==> config.mk <==
export PLATFORM = sky130hd
export DESIGN_NAME = hvac_actuator_driver
export DESIGN_NICKNAME = d
export VERILOG_FILES = /design/src/rtl/hvac_actuator_driver.sv
export SDC_FILE = /design/constraint.sdc
export NUM_CORES = 1
export LEC_CHECK = 0
export BUFFER_PORTS_ARGS = -buffer_cell sky130_fd_sc_hd__buf_2
export CAP_MARGIN = 10
export CORE_MARGIN = 2
export CORE_UTILIZATION = 40
export DETAILED_ROUTE_END_ITERATION = 8
export GPL_TIMING_DRIVEN = 0
export PLACE_DENSITY = 0.56
export SETUP_SLACK_MARGIN = 0.1
export SYNTH_ARGS = -nofsm -noshare
export SYNTH_HDL_FRONTEND = slang
export SYNTH_SLANG_ARGS = --single-unit
export TNS_END_PERCENT = 30
==> constraint.sdc <==
create_clock -name clk -period 3.05 [get_ports clk]
set_clock_uncertainty 0.15 [all_clocks]
set_input_delay 0.4575 -clock clk [delete_from_list [all_inputs] [get_ports clk]]
set_output_delay 0.4575 -clock clk [all_outputs]
set_load 0.05 [all_outputs]
==> src/rtl/hvac_actuator_driver.sv <==
`default_nettype none
// ============================================================================
// Module  : hvac_actuator_driver
// Purpose : Drives heater, compressor and fan from heat/cool request levels
//           with fan pre/post-run, minimum on-time and compressor lockout.
// Revision: 1.0 - initial release
// ============================================================================
module hvac_actuator_driver #(
   parameter int FAN_PRE_CYC  = 4,
   parameter int MIN_ON_CYC   = 16,
   parameter int MIN_OFF_CYC  = 32,
   parameter int FAN_POST_CYC = 8,
   parameter int CNT_W        = 8
) (
   input  logic       clk,
   input  logic       rst,
   input  logic       heat_req,
   input  logic       cool_req,
   output logic       heater_en,
   output logic       compressor_en,
   output logic       fan_en,
   output logic       cool_blocked,
   output logic       conflict,
   output logic [2:0] state_dbg
);

   typedef enum logic [2:0] {
      S_IDLE     = 3'd0,
      S_FAN_PRE  = 3'd1,
      S_HEAT     = 3'd2,
      S_COOL     = 3'd3,
      S_FAN_POST = 3'd4
   } state_t;

   localparam logic [CNT_W-1:0] c_FAN_PRE_LD  = CNT_W'(FAN_PRE_CYC - 1);
   localparam logic [CNT_W-1:0] c_MIN_ON_LD   = CNT_W'(MIN_ON_CYC - 1);
   localparam logic [CNT_W-1:0] c_MIN_OFF_LD  = CNT_W'(MIN_OFF_CYC - 1);
   localparam logic [CNT_W-1:0] c_FAN_POST_LD = CNT_W'(FAN_POST_CYC - 1);
   localparam logic [CNT_W-1:0] c_ONE         = {{(CNT_W-1){1'b0}}, 1'b1};

   state_t           r_state;
   logic             r_tgt_cool;
   logic [CNT_W-1:0] r_phase_tmr;
   logic [CNT_W-1:0] r_lock_tmr;

   state_t           w_state_nxt;
   logic             w_tgt_cool_nxt;
   logic             w_arm_lock;
   logic [CNT_W-1:0] w_phase_ld;
   logic             w_h;
   logic             w_c;
   logic             w_phase_zero;
   logic             w_lock_zero;

   assign w_h          = heat_req & ~cool_req;
   assign w_c          = cool_req & ~heat_req;
   assign w_phase_zero = (r_phase_tmr == '0);
   assign w_lock_zero  = (r_lock_tmr == '0);

   always_comb begin
      w_state_nxt    = r_state;
      w_tgt_cool_nxt = r_tgt_cool;
      w_arm_lock     = 1'b0;
      case (r_state)
         S_IDLE: begin
            if (w_h) begin
               w_state_nxt    = S_FAN_PRE;
               w_tgt_cool_nxt = 1'b0;
            end else if (w_c && w_lock_zero) begin
               w_state_nxt    = S_FAN_PRE;
               w_tgt_cool_nxt = 1'b1;
            end
         end
         S_FAN_PRE: begin
            if (r_tgt_cool ? !w_c : !w_h)
               w_state_nxt = S_FAN_POST;
            else if (w_phase_zero && (!r_tgt_cool || w_lock_zero))
               w_state_nxt = r_tgt_cool ? S_COOL : S_HEAT;
         end
         S_HEAT: begin
            if (w_phase_zero && !w_h)
               w_state_nxt = S_FAN_POST;
         end
         S_COOL: begin
            // Compressor stops on this edge, so the lockout restarts here.
            if (w_phase_zero && !w_c) begin
               w_state_nxt = S_FAN_POST;
               w_arm_lock  = 1'b1;
            end
         end
         S_FAN_POST: begin
            if (w_h)
               w_state_nxt = S_HEAT;
            else if (w_c && w_lock_zero)
               w_state_nxt = S_COOL;
            else if (w_phase_zero)
               w_state_nxt = S_IDLE;
         end
         default: w_state_nxt = S_IDLE;
      endcase
   end

   always_comb begin
      w_phase_ld = '0;
      case (w_state_nxt)
         S_FAN_PRE:       w_phase_ld = c_FAN_PRE_LD;
         S_HEAT, S_COOL:  w_phase_ld = c_MIN_ON_LD;
         S_FAN_POST:      w_phase_ld = c_FAN_POST_LD;
         default:         w_phase_ld = '0;
      endcase
   end

   always_ff @(posedge clk) begin
      if (rst) begin
         r_state     <= S_IDLE;
         r_tgt_cool  <= 1'b0;
         r_phase_tmr <= '0;
         r_lock_tmr  <= c_MIN_OFF_LD;
      end else begin
         r_state    <= w_state_nxt;
         r_tgt_cool <= w_tgt_cool_nxt;
         if (w_state_nxt != r_state)
            r_phase_tmr <= w_phase_ld;
         else if (!w_phase_zero)
            r_phase_tmr <= r_phase_tmr - c_ONE;
         if (w_arm_lock)
            r_lock_tmr <= c_MIN_OFF_LD;
         else if (!w_lock_zero)
            r_lock_tmr <= r_lock_tmr - c_ONE;
      end
   end

   assign fan_en        = (r_state != S_IDLE);
   assign heater_en     = (r_state == S_HEAT);
   assign compressor_en = (r_state == S_COOL);
   assign conflict      = heat_req & cool_req;
   assign cool_blocked  = w_c & ~w_lock_zero &
                          ((r_state == S_IDLE) | (r_state == S_FAN_PRE) | (r_state == S_FAN_POST));
   assign state_dbg     = r_state;

endmodule
`default_nettype wire

Word-level counts from Yosys, hierarchy flattened. Index checks and enable logic that the tools add are counted.

Reduce and logical (&&, ||, !) cells: 16. Eq/ne operators: 10. Bitwise logic cells: 10. Mux-type cells: 19. $add $sub $neg: 2.

Operators by type and width (count): 3-bit 2-to-1 mux (9); 8-bit zero test (2); 8-bit 2-to-1 mux (2); 8-bit by 1-bit subtractor with 8-bit output (second input constant) (2); 3-bit case mux with 5 select lines (1); 3-bit by 2-bit == test with 1-bit output (second input constant) (4); 4-bit case mux with 3 select lines (1); 3-bit by 1-bit == test with 1-bit output (second input constant) (2); 3-bit == test (second input constant) (2); 1-bit 2-to-1 mux (6); 1-bit bitwise AND (5); 1-bit logical AND (4); 2-bit OR reduction (2); 1-bit zero test (3); 3-bit zero test (1); 3-bit inequality test (1); 1-bit NOT (3); 3-bit nonzero test (1); 2-bit by 1-bit inequality test with 1-bit output (second input constant) (1); 1-bit bitwise OR (2); 2-bit AND reduction (1); 2-bit nonzero test (1); 1-bit logical OR (1).

Flip-flop bits (word level): 20. Output and inout port bits: 8. Input bits: 4.

Longest topological paths before layout.
Depth in word-level cells: 10. Mapped depth: 9. Mapped depth without buffers: 8.

Worst setup path after synthesis. OpenSTA, ideal clock, no wires.

Kind: register to output. From: register r_lock_tmr[0]. To: output port cool_blocked. Arrival time: 3321 ps. Setup slack: -878 ps. Buffers on the path: 0. Cell stages (with the launch flop): 6. Path through: dfxtp_1 > inv_1 > ha_1 > or3b_2 > nor2_1 > a2111oi_0.

Longest elaborated chain between the ends: 4.

Ends and longest elaborated chain: start: declaration (line 44) `logic [CNT_W-1:0] r_lock_tmr;`; start signal: assignment (line 118) `r_lock_tmr <= c_MIN_OFF_LD;`; start signal: assignment (line 127) `r_lock_tmr <= c_MIN_OFF_LD;`; start signal: assignment (line 129) `r_lock_tmr <= r_lock_tmr - c_ONE;`; 8-bit zero test (line 58) `assign w_lock_zero = (r_lock_tmr == '0);`; 1-bit NOT (line 137) `assign cool_blocked = w_c & ~w_lock_zero &`; 1-bit bitwise AND (2 in series) (line 137); end: declaration (line 22) `output logic cool_blocked,`.

Every way passes these cells.

Worst setup path in the final report. Ends and elaborated chain as after synthesis.

==> flow_metrics.tcl <==
set metrics [dict create \
    synth-seq-cells 20 \
    synth.yosys.seq_area_share_pct 32.0 \
    wl_mm 2.77 \
    path_class "reg -> out" \
    syn_inst 151 \
    globalplace.congestion 0.836 \
    hold_viol_final 0 \
    start_util_pct 41.6 \
    multi_input_area_sq_um 817 \
    tritoncts "yes" \
    cts-resized-gates 0 \
    syn_area_sq_mm 0.00125 \
    synth-edff-count 0 \
    cp.required_ns 2.44 \
    total_power_uw 1180 \
    yosysTopAreaCell "dfxtp_1" \
    setup-tns-final_ns 0 \
    max-slew-margin-rel_pct 52.3 \
    io_buffers 10 \
    cts_buffer_depth 2 \
    fin_cells 198 \
    ctsHtreeMaxLevel 1 \
    numCtsBuffers 3 \
    drc 0 \
    wl_per_cell_um 14.0 \
    p_int_uw 684 \
    clockPowerShare_pct 18.4 \
    via_per_inst 5.68 \
    worstHoldStart "cool_req" \
    p_seq_share_pct 31.7 \
    reg2reg_from "r_lock_tmr[0]" \
    fin_crit_sh_pct 90.2 \
    area_growth_pct 12.0 \
    fin_nets 174 \
    die-area_sq_mm 0.00359 \
    postRouteAntennaNets 0 \
    post-cts-setup-buffers 0 \
    grt_pass1_wl_mm 4.72 \
    grt_pass1_vias 1074 \
    nFillCells 309 \
    core_sq_mm 0.00300 \
    antenna_cells 0 \
    fp-row-count 20 \
    pwr-share-comb_pct 49.9 \
    swShare_pct 41.9 \
    ios 12 \
    max-cap-violations 0 \
    root_buffer "clkbuf_4" \
    hold_path_class "in -> reg" \
    synth.net_count 159 \
    rsz0062_at_grt "false" \
    status "finished clean" \
    layout_min_cycle_time_ns 2.75 \
    drive_gt1_share_pct 16.4 \
    fp.dieH_um 59.9 \
    yosysWarningCount 0 \
    clkSinkCount 20 \
    first_pass_iters 4 \
    clkTransAtPathRegs_ns 0.12 \
    clk_latency_ns 0.30 \
    ys.flop_type "dfxtp_1" \
    avgSynthCellArea_sq_um 8.28 \
    register_area_sq_um 400 \
    hpwl_mm 2.16 \
    worst_pin_slew_ns 0.708 \
    p_sw_uw 494 \
    cp_max_fo 5 \
    vias 1124 \
    synth_area_leaders "dfxtp_1 32%, xnor2_1 4.9%, nor3_1 4.4%" \
    p_per_area_mw_per_mm2 841 \
    grt_max_degree 13 \
    slew_violations 0 \
    worst_setup_path_start_kind "register" \
    synth-async-reset-ratio_pct 0 \
    ir_worst_vdd_mv 0.624 \
    antenna_found_initial 0 \
    drt-initial-drc-count 88 \
    setup_viol 0 \
    worst_slack_ns 0.298 \
    worst_setup_path_end_kind "output port" \
    holdBufCountCts 0 \
    cp_data_arrival_time_ns 2.14 \
    cp-startpoint "r_lock_tmr[0]" \
    leakage_uw 0.000537 \
    overflow 0 \
    max_freq_mhz 363 \
    yosys.area.top_type_share_pct 32.0 \
    fp.dieW_um 59.9 \
    ys_types 43 \
    dpl_worst_slack_ns 0.439 \
    dp.cells 194 \
    grt_usage_pct 17.2 \
]
-- synthesized netlist by cell type, types with 2 or more instances --
master    count
nor2b_1       3
nor2_1       14
a21oi_1       7
a211o_1       3
a31oi_1       3
nor3_1       11
clkbuf_1      2
inv_1         6
mux2i_1       2
o21ai_0       7
xor2_1        4
nor4_1        3
or3b_2        3
nand2_1      11
nand2b_1      3
a311oi_1      2
and2_1        2
ha_1          4
or4_4         2
a221oi_2      2
dfxtp_1      20
nor3b_1       4
xnor2_1       7
or3_1         3
nand3_1       5
-- critical path, cell delays in order, from the launching register on --
cell	delay (ns)
dfxtp_1	0.35
inv_1	0.12
ha_1	0.20
or3b_2	0.48
nor2_1	0.37
a2111oi_2	0.09
buf_2	0.24
-- registers in the layout, summed over array words and instances, names as in the netlist --
name / flops
r_lock_tmr: 8
r_phase_tmr: 8
r_tgt_cool: 1
state_dbg: 3
-- path summary, 6_finish.rpt --
check | depth (start not counted) | slack, ns | endpoint
max | 6 | 0.30 | cool_blocked
min | 3 | 0.31 | r_tgt_cool
max reg2reg | 8 | 0.43 | r_phase_tmr[0]
min reg2reg | 2 | 0.35 | r_lock_tmr[6]
-- cells in the final DEF, fill, tap and decap left out, types with 2 or more instances in the layout --
cell and n:
a211o_1 3, a21oi_1 7, a221oi_2 2, a311oi_1 2, a31oi_1 3, and2_1 2, buf_2 11, clkbuf_1 2
clkbuf_4 3, dfxtp_1 20, ha_1 4, inv_1 6, mux2i_1 2, nand2_1 11, nand2b_1 3, nand3_1 5
nor2_1 14, nor2b_1 3, nor3_1 11, nor3b_1 4, nor4_1 3, o21ai_0 7, or3_1 3, or3b_2 3
or4_4 2, xnor2_1 7, xor2_1 4
-- stage by stage --
step	util, %	hold WS [ns]	area, sq um
finish	46.6	0.310	1400
global route	46.6	0.336	1400
CTS	46.6	0.296	1400
detailed placement	44.9	0.337	1350
global placement	44.9	0.335	1350
floorplan	-	0.309	1260
-- cell families after synthesis --
group,count (synthesis),share of synthesized area (%)
buffers and inverters,10,3.10
AND/OR/NAND/NOR,68,29.9
flip-flops,20,32.0
AO/OA/AOI/OAI,36,21.6
adder cells (fa/ha/maj),4,4.00
XOR/XNOR,11,7.71
multiplexers,2,1.60
-- per-layer routing --
layer  GRT usage [%]  up-vias  wire length, um
met4            4.76        0               13
li1                -      584                -
met5               0        -                0
met3            2.60        2              113
met2            26.7       22             1260
met1            24.5      516             1390
-- power groups by stage --
stage / logic (uW) / clock network (uW) / registers (uW)
2_1_floorplan: 471 / 0 / 377
3_3_place_gp: 575 / 0 / 378
3_5_place_dp: 589 / 0 / 378
4_1_cts: 594 / 225 / 372
5_1_grt: 666 / 238 / 381
6_report: 588 / 217 / 373
-- cell type report --
type	instances	share of cell area [%]
Multi-Input combinational cell	121	58.4
Sequential cell	20	28.6
Timing Repair Buffer	10	3.57
Tap cell	33	2.95
Clock inverter	1	2.14
Clock buffer	3	1.61
Inverter	6	1.61
Buffer	4	1.16
Note: power is estimated with default switching activity, not from simulation.
